[config.mk]
export PLATFORM = sky130hd
export DESIGN_NAME = nibble_add_scheduler
export DESIGN_NICKNAME = d
export VERILOG_FILES = /design/src/rtl/nibble_add_scheduler_pkg.sv /design/src/rtl/fulladder4_structural.sv /design/src/rtl/nibble_add_scheduler.sv
export VERILOG_INCLUDE_DIRS = /design/src /design/src/rtl
export SDC_FILE = /design/constraint.sdc
export NUM_CORES = 1
export LEC_CHECK = 0
export ABC_AREA = 0
export CAP_MARGIN = 15
export CORE_UTILIZATION = 52
export CTS_BUF_LIST = sky130_fd_sc_hd__clkbuf_8
export DETAILED_ROUTE_END_ITERATION = 10
export PLACE_DENSITY = 0.95
export SLEW_MARGIN = 5
export SYNTH_ARGS = -nofsm -noshare
export SYNTH_HDL_FRONTEND = slang
export SYNTH_HIERARCHICAL = 1
export SYNTH_SLANG_ARGS = --single-unit
[constraint.sdc]
create_clock -name clk -period 7.82 [get_ports clk]
set_input_delay 1.564 -clock clk [delete_from_list [all_inputs] [get_ports clk]]
set_output_delay 1.564 -clock clk [all_outputs]
set_load 0.02 [all_outputs]
[src/rtl/nibble_add_scheduler_defs.svh]
// Shared constants for nibble_add_scheduler: FSM state encodings and the
// width of the time-shared adder slice.
`ifndef NIBBLE_ADD_SCHEDULER_DEFS_SVH
`define NIBBLE_ADD_SCHEDULER_DEFS_SVH

`define NAS_STATE_IDLE 2'd0
`define NAS_STATE_CALC 2'd1
`define NAS_STATE_DONE 2'd2
`define NAS_SLICE_W    4

`endif

[src/rtl/nibble_add_scheduler_pkg.sv]
// nibble_add_scheduler_pkg
// Types and constants shared by the nibble-serial adder scheduler.
//   state_t   : scheduler FSM states (encodings from the shared define header)
//   SLICE_W   : width of the single adder slice (one nibble)
//   idx_width : width of the nibble index register for a given NIBBLES
package nibble_add_scheduler_pkg;

`include "nibble_add_scheduler_defs.svh"

    typedef enum logic [1:0] {
        IDLE = `NAS_STATE_IDLE,
        CALC = `NAS_STATE_CALC,
        DONE = `NAS_STATE_DONE
    } state_t;

    localparam int SLICE_W = `NAS_SLICE_W;

    // A single-nibble operand still needs a 1-bit index register.
    function automatic int idx_width(input int nibbles);
        return (nibbles > 1) ? $clog2(nibbles) : 1;
    endfunction

endpackage

[src/rtl/fulladder4_structural.sv]
// fulladder4_structural
// 4-bit ripple-carry adder built from per-bit full-adder equations.
// Ports:
//   a, b      : 4-bit addends
//   carry_in  : carry into bit 0
//   sum       : 4-bit sum
//   carry_out : carry out of bit 3
module fulladder4_structural (
    input  logic [3:0] a,
    input  logic [3:0] b,
    input  logic       carry_in,
    output logic [3:0] sum,
    output logic       carry_out
);

    logic [4:0] carry;

    assign carry[0] = carry_in;

    generate
        for (genvar gi = 0; gi < 4; gi++) begin : g_bit
            assign sum[gi]       = a[gi] ^ b[gi] ^ carry[gi];
            assign carry[gi + 1] = (a[gi] & b[gi]) | (carry[gi] & (a[gi] ^ b[gi]));
        end
    endgenerate

    assign carry_out = carry[4];

endmodule

[src/rtl/nibble_add_scheduler.sv]
// nibble_add_scheduler
// Time-shares one 4-bit ripple adder slice between two requesters and
// computes a + b + cin one nibble per cycle, least-significant nibble first.
//
// Parameters:
//   NIBBLES : number of 4-bit slices per operand (W = 4*NIBBLES)
// Ports:
//   clk                  : clock, all logic on the rising edge
//   reset                : synchronous, active-high
//   r0_valid / r1_valid  : requester has an operation pending
//   r0_ready / r1_ready  : requester operands accepted this cycle (IDLE only)
//   r0_a, r0_b, r1_a, r1_b : W-bit operands
//   r0_cin / r1_cin      : carry-in
//   res_valid            : result held and valid
//   res_ready            : consumer takes the result (only looked at in DONE)
//   res_id               : requester that owns the result
//   res_sum              : W-bit sum
//   res_cout             : final carry-out
//   res_ovf              : two's-complement overflow (only with NIBBLE_ADD_OVF_EN)
//
// Build option: define NIBBLE_ADD_OVF_EN to add the res_ovf output.
//
// Timing: acceptance in cycle 0 gives CALC in cycles 1..NIBBLES and
// res_valid from cycle NIBBLES+1. Acceptances are at least NIBBLES+2 apart.
`include "nibble_add_scheduler_defs.svh"

module nibble_add_scheduler
    import nibble_add_scheduler_pkg::*;
#(
    parameter  int NIBBLES = 4,
    localparam int W       = SLICE_W * NIBBLES
) (
    input  logic         clk,
    input  logic         reset,
    input  logic         r0_valid,
    input  logic         r1_valid,
    output logic         r0_ready,
    output logic         r1_ready,
    input  logic [W-1:0] r0_a,
    input  logic [W-1:0] r0_b,
    input  logic [W-1:0] r1_a,
    input  logic [W-1:0] r1_b,
    input  logic         r0_cin,
    input  logic         r1_cin,
    output logic         res_valid,
    input  logic         res_ready,
    output logic         res_id,
    output logic [W-1:0] res_sum,
    output logic         res_cout
`ifdef NIBBLE_ADD_OVF_EN
    ,
    output logic         res_ovf
`endif
);

    localparam int                 IDX_W    = idx_width(NIBBLES);
    localparam logic [IDX_W-1:0]   IDX_LAST = IDX_W'(NIBBLES - 1);

    // ------------------------------------------------------------------
    // State
    // ------------------------------------------------------------------
    state_t             state_reg;
    state_t             state_next;

    logic [IDX_W-1:0]   idx_reg;
    logic               carry_reg;
    logic               cin_reg;
    logic [W-1:0]       a_reg;
    logic [W-1:0]       b_reg;
    logic [W-1:0]       res_sum_reg;
    logic               res_cout_reg;
    logic               res_valid_reg;
    logic               res_id_reg;
    logic               last_grant_reg;
`ifdef NIBBLE_ADD_OVF_EN
    logic               res_ovf_reg;
`endif

    // ------------------------------------------------------------------
    // Control strobes from the FSM
    // ------------------------------------------------------------------
    logic               grant_any;
    logic               grant_id;
    logic               accept;
    logic               calc_last;
    logic               take;

    // ------------------------------------------------------------------
    // Adder slice
    // ------------------------------------------------------------------
    logic [SLICE_W-1:0] slice_a;
    logic [SLICE_W-1:0] slice_b;
    logic               slice_cin;
    logic [SLICE_W-1:0] slice_sum;
    logic               slice_cout;

    assign slice_a   = a_reg[SLICE_W*idx_reg +: SLICE_W];
    assign slice_b   = b_reg[SLICE_W*idx_reg +: SLICE_W];
    // The first nibble takes the requester's carry-in directly so the carry
    // register never has to be preloaded at acceptance.
    assign slice_cin = (idx_reg == '0) ? cin_reg : carry_reg;

    fulladder4_structural u_slice (
        .a         (slice_a),
        .b         (slice_b),
        .carry_in  (slice_cin),
        .sum       (slice_sum),
        .carry_out (slice_cout)
    );

    // ------------------------------------------------------------------
    // Round-robin arbitration: on a tie the requester not granted last wins.
    // ------------------------------------------------------------------
    always_comb begin
        grant_any = 1'b0;
        grant_id  = 1'b0;
        if (r0_valid && r1_valid) begin
            grant_any = 1'b1;
            grant_id  = ~last_grant_reg;
        end else if (r0_valid) begin
            grant_any = 1'b1;
            grant_id  = 1'b0;
        end else if (r1_valid) begin
            grant_any = 1'b1;
            grant_id  = 1'b1;
        end
    end

    // ------------------------------------------------------------------
    // FSM: state register
    // ------------------------------------------------------------------
    always_ff @(posedge clk) begin
        if (reset) begin
            state_reg <= IDLE;
        end else begin
            state_reg <= state_next;
        end
    end

    // ------------------------------------------------------------------
    // FSM: next state and handshake outputs
    // ------------------------------------------------------------------
    always_comb begin
        state_next = state_reg;
        r0_ready   = 1'b0;
        r1_ready   = 1'b0;
        accept     = 1'b0;
        calc_last  = 1'b0;
        take       = 1'b0;

        unique case (state_reg)
            IDLE: begin
                // Readies are gated by reset so a request seen in a reset
                // cycle is never acknowledged.
                if (grant_any && !reset) begin
                    accept     = 1'b1;
                    r0_ready   = ~grant_id;
                    r1_ready   = grant_id;
                    state_next = CALC;
                end
            end
            CALC: begin
                if (idx_reg == IDX_LAST) begin
                    calc_last  = 1'b1;
                    state_next = DONE;
                end
            end
            DONE: begin
                if (res_valid_reg && res_ready) begin
                    take       = 1'b1;
                    state_next = IDLE;
                end
            end
            default: begin
                state_next = IDLE;
            end
        endcase
    end

    // ------------------------------------------------------------------
    // Datapath registers
    // ------------------------------------------------------------------
    always_ff @(posedge clk) begin
        if (reset) begin
            idx_reg        <= '0;
            carry_reg      <= 1'b0;
            cin_reg        <= 1'b0;
            a_reg          <= '0;
            b_reg          <= '0;
            res_sum_reg    <= '0;
            res_cout_reg   <= 1'b0;
            res_valid_reg  <= 1'b0;
            res_id_reg     <= 1'b0;
            last_grant_reg <= 1'b1;
`ifdef NIBBLE_ADD_OVF_EN
            res_ovf_reg    <= 1'b0;
`endif
        end else begin
            if (accept) begin
                a_reg          <= grant_id ? r1_a   : r0_a;
                b_reg          <= grant_id ? r1_b   : r0_b;
                cin_reg        <= grant_id ? r1_cin : r0_cin;
                res_id_reg     <= grant_id;
                last_grant_reg <= grant_id;
                idx_reg        <= '0;
            end

            if (state_reg == CALC) begin
                res_sum_reg[SLICE_W*idx_reg +: SLICE_W] <= slice_sum;
                carry_reg <= slice_cout;
                if (calc_last) begin
                    idx_reg       <= '0;
                    res_cout_reg  <= slice_cout;
                    res_valid_reg <= 1'b1;
`ifdef NIBBLE_ADD_OVF_EN
                    // slice_sum[MSB] is the top bit of the final sum here.
                    res_ovf_reg   <= a_reg[W-1] ^ b_reg[W-1]
                                   ^ slice_sum[SLICE_W-1] ^ slice_cout;
`endif
                end else begin
                    idx_reg <= idx_reg + 1'b1;
                end
            end

            if (take) begin
                res_valid_reg <= 1'b0;
            end
        end
    end

    assign res_valid = res_valid_reg;
    assign res_id    = res_id_reg;
    assign res_sum   = res_sum_reg;
    assign res_cout  = res_cout_reg;
`ifdef NIBBLE_ADD_OVF_EN
    assign res_ovf   = res_ovf_reg;
`endif

endmodule

==> results of run 1 <==
-- cells in the mapped netlist (3+ instances only) --
master    number  share of area, %
mux4_2         6               4.6
and3b_1        3              0.89
nor2_1        11               1.4
ha_1           5               2.1
nand2_1       80                10
dfxtp_1       58                40
nand3_1        9               1.5
a311oi_1      33               9.8
clkbuf_1       6              0.77
buf_2         13               2.2
inv_1         13               1.7
nand3b_1       5               1.3
buf_4          8               2.0
a32oi_1        8               2.4
fa_1           4               2.7
a21oi_1       47               8.0
-- layer usage --
metal / global-route usage, % / wire (microns) / up-vias
met3: 7.14 / 413 / 14
met4: 10.8 / 177 / 0
met5: 0 / 0 / -
met2: 46.5 / 3820 / 122
li1: - / - / 1365
met1: 30.5 / 3130 / 1330
-- cells by family after synthesis --
family	share of synthesized area [%]
AND/OR/NAND/NOR	19.3
buffers and inverters	6.82
flip-flops	39.5
adder cells (fa/ha/maj)	4.86
AO/OA/AOI/OAI	22.4
multiplexers	7.12
-- worst max-delay path, delay by kind of cell --
family | cells | cell delay [ns]
buf+inv | 3 | 1.29
simple gates | 3 | 0.90
-- how the worst min path moves through the flow --
stage | startpoint | endpoint | slack, ns | cells after the start
6_report | res_sum[12] | res_sum[12] | 0.45 | 2
2_1_floorplan | carry_reg | carry_reg | 0.46 | 2
3_3_place_gp | res_sum[13] | res_sum[13] | 0.44 | 2
4_1_cts | res_sum[12] | res_sum[12] | 0.45 | 2
3_5_place_dp | res_sum[12] | res_sum[12] | 0.44 | 2
5_1_grt | res_sum[12] | res_sum[12] | 0.47 | 2
-- layout make-up --
type                       count  share of cell area, %
clock buffer                  12                   4.15
inverter                      13                   1.22
multi-input combinational    235                   39.5
timing repair buffer          93                   23.3
sequential                    58                   29.1
clock inverter                 4                  0.440
tap                           70                   2.20
-- power groups by stage --
stage                     registers [uW]  logic [uW]  clock network (uW)
final                                341         192                 251
after global routing                 344         208                 265
after CTS                            341         188                 252
after detailed placement             347         187                   0
after global placement               345         180                   0
after floorplan                      338         126                   0
-- stage by stage --
step	power (uW)	hold slack (ns)
after floorplan	464	0.459
after global placement	525	0.442
after detailed placement	533	0.444
after CTS	781	0.453
after global routing	818	0.466
final	784	0.451
==> reports/summary.txt, run 1 <==
========================================================================================
Result of the run                                                              completed
Clock latency reported for the late side of the worst-skew pair                  0.34 ns
Average vias per placed instance                                                    5.84
Post-synth cell types                                                                 38
Seq. cell area                                                              0.00116 sq mm
Worst stage delay on the critical path                                           0.63 ns
Area of the multi-input gates                                               0.00158 sq mm
Number of placement rows                                                              26
Min setup slack post-route                                                       2.49 ns
Clock skew                                                                    0.00687 ns
Fraction of layout instances using a drive strength above 1                        7.71%
Reg-to-reg critical path startpoint                                           idx_reg[0]
Number of flops mapped to enable cells by yosys                                        0
Clk sink count                                                                        58
Register-to-register setup slack                                                 4.15 ns
Maximum fanout along the worst path                                                   60
Num ports                                                                             92
Placer congestion estimate                                                         0.824
CTS clock-pin slew for the worst setup and hold paths                            0.06 ns
Number of inserted filler cells in the final layout                                  349
Post-placement cell area                                                    0.00379 sq mm
Max rail drop VDD                                                             0.000152 V
Sw frac                                                                            29.8%
First-pass GRT wire length                                                       12.4 mm
Cells on worst reg2reg path                                                           13
Core region area                                                            0.00527 sq mm
P per Cell Area                                                              197 mW/mm^2
Post-Route Setup TNS                                                                0 ns
Final core utilization                                                             75.6%
Fraction of power consumed by the clock network                                    32.0%
Number of synthesized register bits                                                   58
Classification of the worst setup path                                      primary input to output pin
Post-Route WL                                                                    7.53 mm
Fraction of registers with async set/reset                                            0%
Actual slew at the worst max-slew pin                                            1.05 ns
CTS buffer count                                                                       9
Post-placement cell count                                                            468
Timing startpoint of the critical path                                             reset
Setup violations, final                                                                0
Synthesized area                                                            0.00294 sq mm
Endpoint of the worst-slack reg-to-reg timing path                           res_sum[15]
Post-cts gate resize count                                                             0
Number of warnings reported in the yosys synthesis log                                 6
Number of nets with antenna violations after detailed routing                          0
Clk root buf                                                                    clkbuf_8
Initial antenna violation count                                                        0
CTS H-tree depth                                                                       3
Max-slew headroom at the worst pin                                                 29.8%
Router iterations before antenna repair                                                4
GRT Overall Usage                                                                  26.6%
Post-CTS Repair Setup Buffers                                                          0
Post-route insts no fill                                                             485
Number of global-route vias before repair                                          2,710
Area added between synthesis and finish                                            35.7%
Maximum operating frequency                                                      187 MHz
Clock tree from TritonCTS                                                          built
Critical-path cell with the highest stage delay                             clkdlybuf4s50_1
Final hold violations                                                                  0
Net count after synthesis                                                            414
# port buffers                                                                        91
Leading cell type in the layout, fill and taps excluded                     clkdlybuf4s50_1
Endpoint arrival time on the critical path                                       3.77 ns
Average cell area after synthesis                                             8.79 sq um
Dominant register cell in the synthesized netlist                                dfxtp_1
Number of nets in the finished design                                                490
Seq pwr share                                                                      43.5%
Total Die Area                                                              0.00595 sq mm
Data required, critical path                                                     6.26 ns
Cts-stage hold buffer count                                                            0
Portion of the clock cycle consumed by the worst path in the final layout          68.2%
Logic gate share of total power                                                    24.5%
Max Buffers Root-to-Sink                                                               2
Final critical-path required period                                              5.33 ns
Seq/Total Area, Yosys                                                              39.5%
Finished layout cell area                                                   0.00398 sq mm
Detailed router's first-iteration violation count                                    312
Per-cell routed wire length                                                 15.5 microns
Pre-CTS setup slack                                                              2.25 ns
HPWL after DPL                                                                   5.32 mm
Synthesized netlist cell count                                                       334
Largest net degree at the start of global routing                                     61
Detailed-route via count                                                           2,831
Slew Viols, Final                                                                      0
Static power due to leakage                                                   0.00146 uW
Switching power total                                                             234 uW
Cell-internal power                                                               550 uW
Width of the die                                                            77.2 microns
Die height                                                                  77.2 microns
Effective utilization at floorplan                                                 55.7%
Path category of the worst min-delay check                                  flip-flop to flip-flop
RSZ-0062 raised after global routing                                               false
Residual DRC                                                                           0
Worst Setup End Kind                                                          output pin
Worst path cell trace                                                       buf_2 -> nor3_4 -> buf_8 -> nand2_1 -> nor2_1 -> clkdlybuf4s50_1
End of the critical path                                                        r0_ready
Count of inserted antenna diode cells                                                  0
Kind of start point of the critical path                                    primary input
Max-capacitance violation count                                                        0
Total grt overflow                                                                     0
Most frequent cells in the layout                                           90 x clkdlybuf4s50_1, 80 x nand2_1, 58 x dfxtp_1
========================================================================================
Power figures use the tool's default switching activity.
==> run 2: changes to the inputs <==
--- a/config.mk
+++ b/config.mk
@@ -8,10 +8,10 @@
 export LEC_CHECK = 0
 export ABC_AREA = 0
 export CAP_MARGIN = 15
-export CORE_UTILIZATION = 52
+export CORE_UTILIZATION = 44
 export CTS_BUF_LIST = sky130_fd_sc_hd__clkbuf_8
 export DETAILED_ROUTE_END_ITERATION = 10
-export PLACE_DENSITY = 0.95
+export PLACE_DENSITY = 0.9
 export SLEW_MARGIN = 5
 export SYNTH_ARGS = -nofsm -noshare
 export SYNTH_HDL_FRONTEND = slang
==> constraint.sdc (replaced) <==
create_clock -name clk -period 4.85 [get_ports clk]
set_input_delay 0.97 -clock clk [delete_from_list [all_inputs] [get_ports clk]]
set_output_delay 0.97 -clock clk [all_outputs]
set_load 0.02 [all_outputs]
==> run 2 against run 1 <==
Hold slack gained 0.0038 ns. Clock-buffer cell count shrank 2. Flip-flop and latch count is the same. Sequential share of layout area grew 0.073 points. Setup slack lost 1.6 ns. Clock skew is essentially flat. Critical path depth shrank 1. Final area shrank 0.25%. Core utilization shrank 13 points. First-iteration DRC count shrank 47%. Critical path type unchanged.
==> reports/summary.txt, run 2 (synthesis results as in run 1) <==
========================================================================================
Result of the run                                                              completed   unchanged
Clock tree from TritonCTS                                                          built   unchanged
Endpoint arrival time on the critical path                                       2.98 ns   was 3.77 ns
Core region area                                                            0.00639 sq mm   was 0.00527 sq mm
Max-capacitance violation count                                                        0   unchanged
Post-cts gate resize count                                                             0   unchanged
Count of inserted antenna diode cells                                                  0   unchanged
Largest net degree at the start of global routing                                     61   unchanged
# port buffers                                                                        91   unchanged
Die height                                                                  83.7 microns   was 77.2 microns
Setup violations, final                                                                0   unchanged
Detailed-route via count                                                           2,796   was 2,831
Clock skew                                                                    0.00696 ns   was 0.00687 ns
Post-CTS Repair Setup Buffers                                                          0   unchanged
Width of the die                                                            83.7 microns   was 77.2 microns
Path category of the worst min-delay check                                  flip-flop to flip-flop   unchanged
Leading cell type in the layout, fill and taps excluded                     clkdlybuf4s50_1   unchanged
Kind of start point of the critical path                                    primary input   unchanged
Number of global-route vias before repair                                          2,727   was 2,710
First-pass GRT wire length                                                       13.0 mm   was 12.4 mm
Residual DRC                                                                           0   unchanged
Reg-to-reg critical path startpoint                                           idx_reg[1]   was idx_reg[0]
Maximum fanout along the worst path                                                   35   was 60
Area added between synthesis and finish                                            35.3%   was 35.7%
Endpoint of the worst-slack reg-to-reg timing path                           res_sum[15]   unchanged
Cts-stage hold buffer count                                                            0   unchanged
Classification of the worst setup path                                      primary input to output pin   unchanged
Most repeated library cell on the critical path                             clkdlybuf4s50_1
Placer congestion estimate                                                         0.882   was 0.824
Slew Viols, Final                                                                      0   unchanged
Initial antenna violation count                                                        0   unchanged
Timing startpoint of the critical path                                          r0_valid   was reset
Worst path cell trace                                                       clkdlybuf4s50_1 -> or2_2 -> nand2_1 -> nor2_1 -> clkdlybuf4s50_1   was buf_2 -> nor3_4 -> buf_8 -> nand2_1 -> nor2_1 -> clkdlybuf4s50_1
Final critical-path required period                                              3.95 ns
Clock latency reported for the late side of the worst-skew pair                  0.34 ns   about the same
CTS clock-pin slew for the worst setup and hold paths                            0.06 ns   about the same
Post-Route Setup TNS                                                                0 ns   unchanged
Cells on worst reg2reg path                                                           13   unchanged
Maximum operating frequency                                                      253 MHz
Post-placement cell count                                                            477   was 468
CTS H-tree depth                                                                       3   unchanged
Worst Setup End Kind                                                          output pin   unchanged
End of the critical path                                                        r0_ready   unchanged
Portion of the clock cycle consumed by the worst path in the final layout          81.5%
Max rail drop VDD                                                             0.000186 V   was 0.000152 V
Most frequent cells in the layout                                           90 x clkdlybuf4s50_1, 80 x nand2_1, 58 x dfxtp_1   unchanged
Num ports                                                                             92   unchanged
Total Die Area                                                              0.00700 sq mm   was 0.00595 sq mm
Router iterations before antenna repair                                                4   unchanged
Per-cell routed wire length                                                 15.6 microns   was 15.5 microns
Clk root buf                                                                    clkbuf_8   unchanged
Worst stage delay on the critical path                                           0.61 ns   was 0.63 ns
Total grt overflow                                                                     0   unchanged
GRT Overall Usage                                                                  23.4%   was 26.6%
Post-route insts no fill                                                             493   was 485
Max Buffers Root-to-Sink                                                               2   unchanged
Post-Route WL                                                                    7.71 mm   was 7.53 mm
P per Cell Area                                                              309 mW/mm^2   was 197 mW/mm^2
Number of nets with antenna violations after detailed routing                          0   unchanged
Number of placement rows                                                              29   was 26
Max-slew headroom at the worst pin                                                 29.8%   about the same
Number of nets in the finished design                                                491   was 490
CTS buffer count                                                                       9   unchanged
Detailed router's first-iteration violation count                                    166   was 312
Fraction of layout instances using a drive strength above 1                        7.69%   was 7.71%
HPWL after DPL                                                                   5.61 mm   was 5.32 mm
Clk sink count                                                                        58   unchanged
Static power due to leakage                                                   0.00146 uW   about the same
Actual slew at the worst max-slew pin                                            1.05 ns   about the same
Data required, critical path                                                     3.88 ns   was 6.26 ns
RSZ-0062 raised after global routing                                               false   unchanged
Effective utilization at floorplan                                                 46.0%   was 55.7%
Final hold violations                                                                  0   unchanged
Register-to-register setup slack                                                 1.55 ns   was 4.15 ns
Average vias per placed instance                                                    5.67   was 5.84
Critical-path cell with the highest stage delay                             clkdlybuf4s50_1   unchanged
========================================================================================
run 2: how the worst min path moves through the flow:
| stage | start | end | slack, ns | cells past startpoint |
|---|---|---|---|---|
| final | res_sum[13] | res_sum[13] | 0.45 | 2 |
| after global routing | res_sum[4] | res_sum[4] | 0.48 | 2 |
| after CTS | res_sum[13] | res_sum[13] | 0.46 | 2 |
| after detailed placement | res_sum[13] | res_sum[13] | 0.45 | 2 |
| after global placement | res_sum[12] | res_sum[12] | 0.44 | 2 |
| after floorplan | carry_reg | carry_reg | 0.46 | 2 |
run 2: metrics by stage:
step / utilization (%) / hold WS (ns) / setup WS, ns / instance area, sq um / total power [uW]
after CTS: 62.2 / 0.455 / 0.916 / 3970 / 1230
after global routing: 62.2 / 0.476 / 0.750 / 3970 / 1290
final: 62.2 / 0.455 / 0.898 / 3970 / 1230
after global placement: 59.7 / 0.442 / 0.988 / 3810 / 850
after floorplan: - / 0.459 / 1.79 / 2940 / 748
after detailed placement: 59.7 / 0.446 / 0.909 / 3810 / 863
run 2: critical path, delay by kind of cell:
family,cells,cell delay (ns)
buf+inv,2,1.14
simple gates,3,0.87
run 2: metal layers:
layer	track usage, %	wire (microns)	share of wire [%]
met5	0	0	0
met4	12.9	279	3.6
met2	37.8	3730	48
met3	4.95	502	6.5
met1	29.1	3200	42
run 2: cell type report:
type / count / area [sq um]
clock inverters: 6 / 26.3
multi-input cells: 235 / 1580
well taps: 77 / 96.3
fillers: 530 / 2410
clock buffers: 10 / 138
inverters: 13 / 48.8
repair buffers: 94 / 928
flip-flops and latches: 58 / 1160
run 2: report_power, final:
| part | internal (uW) | leakage, uW | switching, uW | total (uW) |
|---|---|---|---|---|
| logic | 151 | 0.000884 | 164 | 314 |
| clock network | 191 | 0.0000996 | 179 | 370 |
| registers | 514 | 0.000475 | 28.3 | 543 |
| total | 855 | 0.00146 | 371 | 1230 |
